File: src/rtl/mem_arb_pkg.sv
// rtl/mem_arb_pkg.sv - shared types, constants and byte-merge helper for mem_arbiter
// MEM_ARB_RMW_EN adds the RMW_RD state used for partial-strobe writes.
package mem_arb_pkg;

  typedef enum logic [2:0] {
    IDLE   = 3'd0,
`ifdef MEM_ARB_RMW_EN
    RMW_RD = 3'd4,
`endif
    READ   = 3'd1,
    WRITE  = 3'd2,
    RESP   = 3'd3
  } mem_arb_state_t;

  typedef logic port_t;

  localparam logic [3:0] STRB_FULL = 4'hF;
  localparam port_t      PORT_IF   = 1'b0;
  localparam port_t      PORT_LS   = 1'b1;

  // Strobe bit i selects lane [8i+7:8i]; bit 3 is the byte at addr+0.
  function automatic logic [31:0] merge_bytes(input logic [31:0] old_word,
                                               input logic [31:0] new_word,
                                               input logic [3:0]  strb);
    logic [31:0] merged;
    merged = old_word;
    for (int i = 0; i < 4; i++) begin
      if (strb[i]) merged[8*i +: 8] = new_word[8*i +: 8];
    end
    return merged;
  endfunction

endpackage

File: src/rtl/mem_arbiter_if.sv
// rtl/mem_arbiter_if.sv - requester and MemoryUnit signals of mem_arbiter
// slave is the arbiter side; master is the requesters plus the memory model.
interface mem_arbiter_if #(
  parameter int ADDR_W = 32,
  parameter int DATA_W = 32
);
  localparam int STRB_W = DATA_W / 8;

  logic              m0_req,    m1_req;
  logic              m0_we,     m1_we;
  logic [ADDR_W-1:0] m0_addr,   m1_addr;
  logic [DATA_W-1:0] m0_wdata,  m1_wdata;
  logic [STRB_W-1:0] m0_wstrb,  m1_wstrb;
  logic              m0_gnt,    m1_gnt;
  logic              m0_rvalid, m1_rvalid;
  logic [DATA_W-1:0] m0_rdata,  m1_rdata;

  logic              mem_write_enable;
  logic [ADDR_W-1:0] mem_read_addr;
  logic [ADDR_W-1:0] mem_write_addr;
  logic [DATA_W-1:0] mem_write_data;
  logic [DATA_W-1:0] mem_read_data;
  logic              busy;

  modport slave (
    input  m0_req, m0_we, m0_addr, m0_wdata, m0_wstrb,
    input  m1_req, m1_we, m1_addr, m1_wdata, m1_wstrb,
    output m0_gnt, m0_rvalid, m0_rdata,
    output m1_gnt, m1_rvalid, m1_rdata,
    output mem_write_enable, mem_read_addr, mem_write_addr, mem_write_data,
    input  mem_read_data,
    output busy
  );

  modport master (
    output m0_req, m0_we, m0_addr, m0_wdata, m0_wstrb,
    output m1_req, m1_we, m1_addr, m1_wdata, m1_wstrb,
    input  m0_gnt, m0_rvalid, m0_rdata,
    input  m1_gnt, m1_rvalid, m1_rdata,
    input  mem_write_enable, mem_read_addr, mem_write_addr, mem_write_data,
    output mem_read_data,
    input  busy
  );

endinterface

File: src/rtl/mem_arb_rr.sv
// rtl/mem_arb_rr.sv - combinational two-way round-robin picker; last_grant lives in mem_arbiter
module mem_arb_rr
  import mem_arb_pkg::*;
(
  input  logic [1:0] req,
  input  port_t      last_grant,
  output logic [1:0] gnt,
  output port_t      sel
);

  always_comb begin
    sel = PORT_IF;
    if (req == 2'b11) begin
      sel = (last_grant == PORT_IF) ? PORT_LS : PORT_IF;
    end else if (req[1]) begin
      sel = PORT_LS;
    end
    gnt = 2'b00;
    if (req != 2'b00) begin
      gnt = (sel == PORT_LS) ? 2'b10 : 2'b01;
    end
  end

endmodule

File: src/rtl/mem_arbiter.sv
// rtl/mem_arbiter.sv - round-robin sharing of a single-port MemoryUnit between fetch and load/store
// MEM_ARB_RMW_EN: partial-strobe writes are read-modify-write through RMW_RD.
module mem_arbiter
  import mem_arb_pkg::*;
#(
  parameter int ADDR_W = 32,
  parameter int DATA_W = 32
) (
  input logic          clock,
  input logic          reset,
  mem_arbiter_if.slave bus
);

  localparam int STRB_W = DATA_W / 8;

  mem_arb_state_t    state;
  logic [ADDR_W-1:0] addr_q;
  logic              we_q;
  logic [DATA_W-1:0] wdata_q;
  logic [DATA_W-1:0] rdata_q;
  logic [STRB_W-1:0] wstrb_q;
  port_t             port_q;
  port_t             last_grant;

  logic [1:0]        req;
  logic [1:0]        rr_gnt;
  port_t             sel;
  logic              grant;
  logic              resp;
  logic              sel_we;
  logic [ADDR_W-1:0] sel_addr;
  logic [DATA_W-1:0] sel_wdata;
  logic [STRB_W-1:0] sel_wstrb;

  assign req = {bus.m1_req, bus.m0_req};

  mem_arb_rr u_rr (
    .req        (req),
    .last_grant (last_grant),
    .gnt        (rr_gnt),
    .sel        (sel)
  );

  assign grant      = (state == IDLE) && !reset && (req != 2'b00);
  assign bus.m0_gnt = grant && rr_gnt[0];
  assign bus.m1_gnt = grant && rr_gnt[1];

  assign sel_we    = (sel == PORT_LS) ? bus.m1_we    : bus.m0_we;
  assign sel_addr  = (sel == PORT_LS) ? bus.m1_addr  : bus.m0_addr;
  assign sel_wdata = (sel == PORT_LS) ? bus.m1_wdata : bus.m0_wdata;
  assign sel_wstrb = (sel == PORT_LS) ? bus.m1_wstrb : bus.m0_wstrb;

  always_ff @(posedge clock) begin
    if (reset) begin
      state      <= IDLE;
      addr_q     <= '0;
      we_q       <= 1'b0;
      wdata_q    <= '0;
      wstrb_q    <= '0;
      rdata_q    <= '0;
      port_q     <= PORT_IF;
      last_grant <= PORT_LS;
    end else begin
      case (state)
        IDLE: begin
          if (grant) begin
            addr_q     <= sel_addr;
            we_q       <= sel_we;
            wdata_q    <= sel_wdata;
            wstrb_q    <= sel_wstrb;
            port_q     <= sel;
            last_grant <= sel;
            if (!sel_we) begin
              state <= READ;
`ifdef MEM_ARB_RMW_EN
            end else if (sel_wstrb != STRB_FULL && sel_wstrb != '0) begin
              state <= RMW_RD;
`endif
            end else begin
              state <= WRITE;
            end
          end
        end
        READ: begin
          rdata_q <= bus.mem_read_data;
          state   <= RESP;
        end
`ifdef MEM_ARB_RMW_EN
        RMW_RD: begin
          wdata_q <= merge_bytes(bus.mem_read_data, wdata_q, wstrb_q);
          state   <= WRITE;
        end
`endif
        WRITE:   state <= RESP;
        RESP:    state <= IDLE;
        default: state <= IDLE;
      endcase
    end
  end

  // Read and write share addr_q; the memory only acts on write_enable.
  assign bus.mem_read_addr    = addr_q;
  assign bus.mem_write_addr   = addr_q;
  assign bus.mem_write_data   = wdata_q;
  assign bus.mem_write_enable = (state == WRITE) && (wstrb_q != '0) && !reset;

  assign resp          = (state == RESP) && !reset;
  assign bus.m0_rvalid = resp && (port_q == PORT_IF);
  assign bus.m1_rvalid = resp && (port_q == PORT_LS);
  assign bus.m0_rdata  = (bus.m0_rvalid && !we_q) ? rdata_q : '0;
  assign bus.m1_rdata  = (bus.m1_rvalid && !we_q) ? rdata_q : '0;
  assign bus.busy      = (state != IDLE);

endmodule

File: src/flat_wrapper.sv
// flat-port wrapper written by rule: the top's interface ports become plain ports
module mem_arbiter_flat import mem_arb_pkg::*;
#(
  parameter int ADDR_W = 32,
  parameter int DATA_W = 32
)
  (clock, reset, bus_m0_req, bus_m0_we, bus_m0_addr, bus_m0_wdata, bus_m0_wstrb, bus_m1_req, bus_m1_we, bus_m1_addr, bus_m1_wdata, bus_m1_wstrb, bus_m0_gnt, bus_m0_rvalid, bus_m0_rdata, bus_m1_gnt, bus_m1_rvalid, bus_m1_rdata, bus_mem_write_enable, bus_mem_read_addr, bus_mem_write_addr, bus_mem_write_data, bus_mem_read_data, bus_busy);
  mem_arbiter_if #(.ADDR_W(ADDR_W), .DATA_W(DATA_W)) bus_i ();
  input logic clock;
  input logic reset;
  input wire logic [$bits(bus_i.m0_req)-1:0] bus_m0_req;
  input wire logic [$bits(bus_i.m0_we)-1:0] bus_m0_we;
  input wire logic [$bits(bus_i.m0_addr)-1:0] bus_m0_addr;
  input wire logic [$bits(bus_i.m0_wdata)-1:0] bus_m0_wdata;
  input wire logic [$bits(bus_i.m0_wstrb)-1:0] bus_m0_wstrb;
  input wire logic [$bits(bus_i.m1_req)-1:0] bus_m1_req;
  input wire logic [$bits(bus_i.m1_we)-1:0] bus_m1_we;
  input wire logic [$bits(bus_i.m1_addr)-1:0] bus_m1_addr;
  input wire logic [$bits(bus_i.m1_wdata)-1:0] bus_m1_wdata;
  input wire logic [$bits(bus_i.m1_wstrb)-1:0] bus_m1_wstrb;
  output wire logic [$bits(bus_i.m0_gnt)-1:0] bus_m0_gnt;
  output wire logic [$bits(bus_i.m0_rvalid)-1:0] bus_m0_rvalid;
  output wire logic [$bits(bus_i.m0_rdata)-1:0] bus_m0_rdata;
  output wire logic [$bits(bus_i.m1_gnt)-1:0] bus_m1_gnt;
  output wire logic [$bits(bus_i.m1_rvalid)-1:0] bus_m1_rvalid;
  output wire logic [$bits(bus_i.m1_rdata)-1:0] bus_m1_rdata;
  output wire logic [$bits(bus_i.mem_write_enable)-1:0] bus_mem_write_enable;
  output wire logic [$bits(bus_i.mem_read_addr)-1:0] bus_mem_read_addr;
  output wire logic [$bits(bus_i.mem_write_addr)-1:0] bus_mem_write_addr;
  output wire logic [$bits(bus_i.mem_write_data)-1:0] bus_mem_write_data;
  input wire logic [$bits(bus_i.mem_read_data)-1:0] bus_mem_read_data;
  output wire logic [$bits(bus_i.busy)-1:0] bus_busy;
  assign bus_i.m0_req = bus_m0_req;
  assign bus_i.m0_we = bus_m0_we;
  assign bus_i.m0_addr = bus_m0_addr;
  assign bus_i.m0_wdata = bus_m0_wdata;
  assign bus_i.m0_wstrb = bus_m0_wstrb;
  assign bus_i.m1_req = bus_m1_req;
  assign bus_i.m1_we = bus_m1_we;
  assign bus_i.m1_addr = bus_m1_addr;
  assign bus_i.m1_wdata = bus_m1_wdata;
  assign bus_i.m1_wstrb = bus_m1_wstrb;
  assign bus_m0_gnt = bus_i.m0_gnt;
  assign bus_m0_rvalid = bus_i.m0_rvalid;
  assign bus_m0_rdata = bus_i.m0_rdata;
  assign bus_m1_gnt = bus_i.m1_gnt;
  assign bus_m1_rvalid = bus_i.m1_rvalid;
  assign bus_m1_rdata = bus_i.m1_rdata;
  assign bus_mem_write_enable = bus_i.mem_write_enable;
  assign bus_mem_read_addr = bus_i.mem_read_addr;
  assign bus_mem_write_addr = bus_i.mem_write_addr;
  assign bus_mem_write_data = bus_i.mem_write_data;
  assign bus_i.mem_read_data = bus_mem_read_data;
  assign bus_busy = bus_i.busy;
  mem_arbiter #(.ADDR_W(ADDR_W), .DATA_W(DATA_W)) u_core (.clock(clock), .reset(reset), .bus(bus_i));
endmodule
File: config.mk
export PLATFORM = sky130hd
export DESIGN_NAME = mem_arbiter_flat
export DESIGN_NICKNAME = d
export VERILOG_FILES = /design/src/rtl/mem_arb_pkg.sv /design/src/rtl/mem_arbiter_if.sv /design/src/rtl/mem_arb_rr.sv /design/src/rtl/mem_arbiter.sv /design/src/flat_wrapper.sv
export SDC_FILE = /design/constraint.sdc
export NUM_CORES = 1
export LEC_CHECK = 0
export BUFFER_PORTS_ARGS = -buffer_cell sky130_fd_sc_hd__buf_2
export CAP_MARGIN = 20
export CORE_AREA = 2 2 133 135
export DETAILED_ROUTE_END_ITERATION = 12
export DIE_AREA = 0 0 135 137
export HOLD_SLACK_MARGIN = 0.08
export PLACE_DENSITY = 0.76
export SETUP_SLACK_MARGIN = 0.05
export SYNTH_ARGS = -nofsm -noshare
export SYNTH_HDL_FRONTEND = slang
export SYNTH_HIERARCHICAL = 1
export SYNTH_SLANG_ARGS = --single-unit
File: constraint.sdc
create_clock -name clock -period 1.4 [get_ports clock]
set_input_delay 0.14 -clock clock [delete_from_list [all_inputs] [get_ports clock]]
set_output_delay 0.14 -clock clock [all_outputs]
set_load 0.02 [all_outputs]
== Yosys cells after proc, flatten, opt, wreduce, memory -nomap -nowiden ==
Cells that the tools add are included.
Storage, ports and cells
  input bits: 174
  logic and storage cells: 47
  register bits: 106
Operators by class
  reduce and logical (&&, ||, !) cells: 19
  eq/ne operators: 5
  mux-type cells: 14
  bitwise operators: 1
Operators with widths (count)
  32-bit two-way mux: 4
  1-bit logical AND: 11
  3-bit by 2-bit == test with 1-bit output, second input constant: 2
  2-bit two-way mux: 3
  3-bit case mux with 2 select lines: 1
  1-bit two-way mux: 4
  4-bit two-way mux: 1
  4-bit nonzero test: 1
  3-bit by 1-bit == test with 1-bit output, second input constant: 1
  3-bit logical NOT: 1
  3-bit two-way mux: 1
  3-bit nonzero test: 1
  2-bit == test, second input constant: 1
  1-bit logical NOT: 2
  2-bit by 1-bit inequality test with 1-bit output, second input constant: 1
  2-bit AND reduction: 1
  2-bit nonzero test: 1
  2-bit OR reduction: 1
  1-bit inverter: 1

== Depth between registers and ports, before layout ==
  depth after elaboration: 6
  gate-level depth with buffers: 7
  gate-level depth less buffers: 5

== Cells and area by module ==
Netlist, hierarchy kept.
By module, submodules not included
  mem_arbiter: area an instance 5957.0 um^2, sequential area each 2102.0 um^2, times used 1, cells an instance 558
  mem_arb_rr: area an instance 26.3 um^2, sequential area each 0.0 um^2, times used 1, cells an instance 4

== Least setup slack after synthesis ==
No wires, ideal clock.
  path kind: register to output
  from: reg u_core.state[0]
  to: out bus_m0_rdata[10]
  buffers on the path: 1
  arrival time: 1569 ps
  setup slack: -309 ps
  stages on the path, launching flop included: 6
  cells stage by stage: dfxtp_1 ha_1 nor3b_2 and2b_1 clkbuf_1 and2_1
Between the ends
  word-level cells in the longest chain between the ends: 5
Ends and longest elaborated chain
  start: declaration: line mem_arbiter.sv:16  | mem_arb_state_t state;
  start signal: assignment: line mem_arbiter.sv:55  | state <= IDLE;
  start signal: assignment: line mem_arbiter.sv:74  | state <= READ;
  start signal: assignment: line mem_arbiter.sv:80  | state <= WRITE;
  3-bit by 2-bit == test with 1-bit output: line mem_arbiter.sv:107  | assign resp = (state == RESP) && !reset;
  1-bit logical AND: line mem_arbiter.sv:107
  1-bit logical AND: line mem_arbiter.sv:108  | assign bus.m0_rvalid = resp && (port_q == PORT_IF);
  named net bus_m0_rvalid: line flat_wrapper.sv:22  | output wire logic [$bits(bus_i.m0_rvalid)-1:0] bus_m0_rvalid;
  1-bit logical AND: line mem_arbiter.sv:110  | assign bus.m0_rdata = (bus.m0_rvalid && !we_q) ? rdata_q : '0;
  32-bit two-way mux: line mem_arbiter.sv:110
  end: declaration: line flat_wrapper.sv:23  | output wire logic [$bits(bus_i.m0_rdata)-1:0] bus_m0_rdata;
The timed path passes the listed nets, and every way through them passes these cells.

== Worst setup path after layout ==
  from: reg u_core.state[0]
  to: out bus_m1_rdata[5]
Between the ends
  word-level cells in the longest chain between the ends: 5
Ends and longest elaborated chain
  3-bit by 2-bit == test with 1-bit output: line mem_arbiter.sv:107
  1-bit logical AND: line mem_arbiter.sv:107
  1-bit logical AND: line mem_arbiter.sv:109  | assign bus.m1_rvalid = resp && (port_q == PORT_LS);
  1-bit logical AND: line mem_arbiter.sv:111  | assign bus.m1_rdata = (bus.m1_rvalid && !we_q) ? rdata_q : '0;
  32-bit two-way mux: line mem_arbiter.sv:111
  end: declaration: line flat_wrapper.sv:26  | output wire logic [$bits(bus_i.m1_rdata)-1:0] bus_m1_rdata;
Every way passes these cells.

==> results.txt <==
----------------------------------------------------
[GRT]
  GRT Resource Usage Total ... 0.211
  Total overflow reported by the global router ... 0
  Number of global-route vias before repair ... roughly 5600
  Largest net degree at the start of global routing ... 51
  Wire length of the first global-routing pass ... around 30000 um
  Antenna violations before repair ... 0

[Critical path]
  Max Fanout on Critical Path ... 6
  Kind of launch point of the worst setup path ... register
  Critical setup path kind ... register to output port
  Capturing element type of the critical path ... output port
  Arrival time of the worst setup path ... 1.72 ns
  Required time at the worst-slack endpoint ... 1.26 ns

[Yosys]
  Yosys warning count ... 6
  Fraction of the yosys area taken by sequential cells ... 0.351
  Largest area contributor in the netlist ... sky130_fd_sc_hd__dfxtp_1
  Mapped Cells ... around 560
  Combined area of all synthesized cells ... 5980 um^2
  Number of synthesized register bits ... 105
  Syn nets ... 740
  Proportion of netlist area held by the largest area contributor ... 0.351
  Cells taking the most area after synthesis ... sky130_fd_sc_hd__dfxtp_1, sky130_fd_sc_hd__mux2i_1, sky130_fd_sc_hd__a211oi_2
  Syn Area/Cell ... 10.6 um^2
  Count of distinct cell types in the synthesized netlist ... 34

[Route]
  DRC Markers ... 0
  Number of nets with antenna violations after routing ... 0
  Initial drt markers ... ~170
  Overall routed net length ... roughly 21000 um
  Post-DR wirelength/cell ... 18.1 um
  Total via count in the routed design ... approximately 5800
  Via count normalized by instance count ... 4.91
  Number of detailed-routing iterations run before antenna repair ... 4

[Placed design]
  GPL Wtd Cong ... 0.824
  Post-placement cell area ... 8110 um^2
  Post-detail-place hpwl ... 13100 um
  IO Port Bufs ... 339
  Number of instances in the placed design ... 1095

[Run]
  Max-cap check violation count ... 0

[Floorplan]
  Total die area ... 18500 um^2
  Vertical extent of the die ... 137 um
  Number of top-level pins ... 340
  Row cnt ... 48
  Width of the die ... around 140 um
  Effective utilization at floorplan ... 0.351
  Core footprint ... 17100 um^2

[Timing]
  Post-route setup slack ... -0.462 ns
  Number of hold violations in the final report ... 0
  Unrepaired setup endpoints after global routing ... yes
  Worst hold slack ... approximately 0.15 ns
  Normalized max-slew margin ... 0.520
  Crit path time final ... between 1.5 and 2 ns
  Final worst path period share ... 1.33
  Setup_tns ... -50.50 ns
  Number of slew-limit violations in the final report ... 0
  Final setup skew ... 0.00709 ns
  Final setup viols ... 174
  Tightest Pin Transition ... 0.720 ns
  Max Clk Rate ... between 0.5 and 0.6 GHz

[Power and ir drop]
  Peak ir drop on the vdd network ... 0.746 mV
  Power density cells ... 1560 nW/um^2
  Leakage power of the design ... between 0.004 and 0.005 uW

[Hold path]
  Worst hold path class ... input pin to register

[CTS]
  Clock slew at reported path FFs ... 0.07 ns
  Buffers from clock root to sink, at most ... 2
  TritonCTS clock tree ... done
  Clock latency at the later pin of the worst-skew pair ... between 0.3 and 0.4 ns
  Cts bufs inserted ... 9
  Number of H-tree levels ... 3
  Clock root buffer master ... sky130_fd_sc_hd__clkbuf_16
  Clk sinks ... 105

[Run status]
  Violations in the final reports ... negative setup slack
  Status ... finished, violations left

[Finish]
  Signed area change from the synthesized netlist to the final layout ... 72.3%
  Final antenna diode count ... 0
  Fraction of layout cells with a size suffix above 1 ... 0.710
  Fin cells ... 1183
  Layout Cell Area excl Fill ... 10300 um^2
  Number of nets in the layout ... around 1100
  End-of-flow core utilization ... 0.604

----------------------------------------------------
report_power, final:
group          switching, uW  internal, uW  total, uW  leakage (uW)
Combinational           4490          4730       9220       0.00358
Clock                   1210          1240       2440      0.000139
Sequential               719          3730       4450      0.000864
Total                   6410          9700      16100       0.00458
registers in the layout, indices dropped and copies added (netlist names):
signal and flops:
u_core/bus.mem_read_addr 32, u_core/bus.mem_write_data 32, u_core/rdata_q 32, u_core/wstrb_q 4, u_core/state 2, u_core/last_grant 1, u_core/port_q 1, u_core/we_q 1
placed cells by master, fill, tap and decap left out, types with 2 or more instances in the layout:
cell type | Yosys | layout
sky130_fd_sc_hd__buf_2 | 17 | 268
sky130_fd_sc_hd__dfxtp_1 | 105 | 102
sky130_fd_sc_hd__mux2i_1 | 101 | 98
sky130_fd_sc_hd__buf_6 | 3 | 82
sky130_fd_sc_hd__a211oi_2 | 67 | 68
sky130_fd_sc_hd__and2_4 | 0 | 64
sky130_fd_sc_hd__a21oi_4 | 0 | 38
sky130_fd_sc_hd__buf_4 | 41 | 37
sky130_fd_sc_hd__dlygate4sd3_1 | 0 | 32
sky130_fd_sc_hd__a21oi_2 | 67 | 31
sky130_fd_sc_hd__nor2_1 | 32 | 31
sky130_fd_sc_hd__buf_12 | 6 | 29
sky130_fd_sc_hd__clkbuf_16 | 0 | 12
sky130_fd_sc_hd__buf_8 | 1 | 9
sky130_fd_sc_hd__buf_16 | 0 | 5
sky130_fd_sc_hd__inv_4 | 0 | 3
sky130_fd_sc_hd__and2b_4 | 0 | 3
sky130_fd_sc_hd__and3_4 | 0 | 3
sky130_fd_sc_hd__ha_4 | 0 | 3
sky130_fd_sc_hd__dfxtp_2 | 0 | 3
sky130_fd_sc_hd__inv_6 | 0 | 2
sky130_fd_sc_hd__clkinv_4 | 0 | 2
sky130_fd_sc_hd__inv_1 | 5 | 2
sky130_fd_sc_hd__nor2_2 | 2 | 2
sky130_fd_sc_hd__mux2i_2 | 0 | 2
sky130_fd_sc_hd__nand4_1 | 2 | 2
sky130_fd_sc_hd__o21ai_1 | 0 | 2
sky130_fd_sc_hd__o21ai_0 | 4 | 2
sky130_fd_sc_hd__a21boi_1 | 3 | 2
layer usage:
metal,up-vias,GRT usage,wire length [um]
met4,0,0.0914,744
li1,2753,-,-
met2,272,0.390,11200
met5,-,0,0
met1,2732,0.243,8140
met3,50,0.0281,1340
worst paths after layout:
kind	startpoint	end	slack (ns)	depth (start not counted)
max	u_core/state[0]	bus_m1_rdata[5]	-0.46	6
min	bus_m0_addr[22]	u_core/bus.mem_read_addr[22]	0.15	3
max reg2reg	u_core/state[0]	u_core/bus.mem_write_data[6]	-0.36	11
min reg2reg	u_core/bus.mem_write_data[26]	u_core/bus.mem_write_data[26]	0.51	2
final cells by class:
class,count,area (um^2)
Tap cell,225,282
Inverter,5,26.3
Multi-Input combinational cell,367,3820
Clock inverter,6,51.3
Fill cell,1318,6750
Clock buffer,10,229
Sequential cell,105,2110
Timing Repair Buffer,465,3790
cells by family after synthesis:
kind of cell | synth area share
mux | 0.169
fa+ha+maj | 0.00837
simple gates | 0.108
flops | 0.351
buf+inv | 0.109
compound gates | 0.255
stage by stage:
| step | worst slack, ns | power (uW) |
|---|---|---|
| 4_1_cts | -0.471 | 16000 |
| 2_1_floorplan | -0.101 | 9260 |
| 5_1_grt | -0.544 | 16900 |
| 3_5_place_dp | -0.196 | 10900 |
| 6_report | -0.462 | 16100 |
| 3_3_place_gp | -0.140 | 10800 |
worst max-delay path: stages (launching register included):
cell,delay (ns)
sky130_fd_sc_hd__dfxtp_2,0.36
sky130_fd_sc_hd__ha_4,0.14
sky130_fd_sc_hd__and3b_2,0.18
sky130_fd_sc_hd__and2b_4,0.26
sky130_fd_sc_hd__clkbuf_16,0.19
sky130_fd_sc_hd__and2_4,0.14
sky130_fd_sc_hd__buf_6,0.11
Yosys cell counts, drive strengths merged:
cell type	n
a211o	1
a211oi	68
a21boi	3
a21oi	70
and2	64
and2b	3
and3	3
and3b	1
buf	71
clkbuf	14
dfxtp	105
ha	4
inv	5
mux2i	101
nand2b	1
nand3	2
nand4	2
nor2	34
nor3b	1
o211ai	1
o21ai	4
o21ba	1
o31ai	1
or2	1
or4	1
repair_timing:
action / in CTS / in global routing
gates resized for setup: 186 / 96
pin swaps: 34 / 35
endpoints found under the hold margin: 32 / 0
setup buffers: 25 / 12
hold buffers: 32 / 0
cloned: 15 / 4
setup endpoints to repair: 175 / 175
Power figures use the tool's default switching activity.
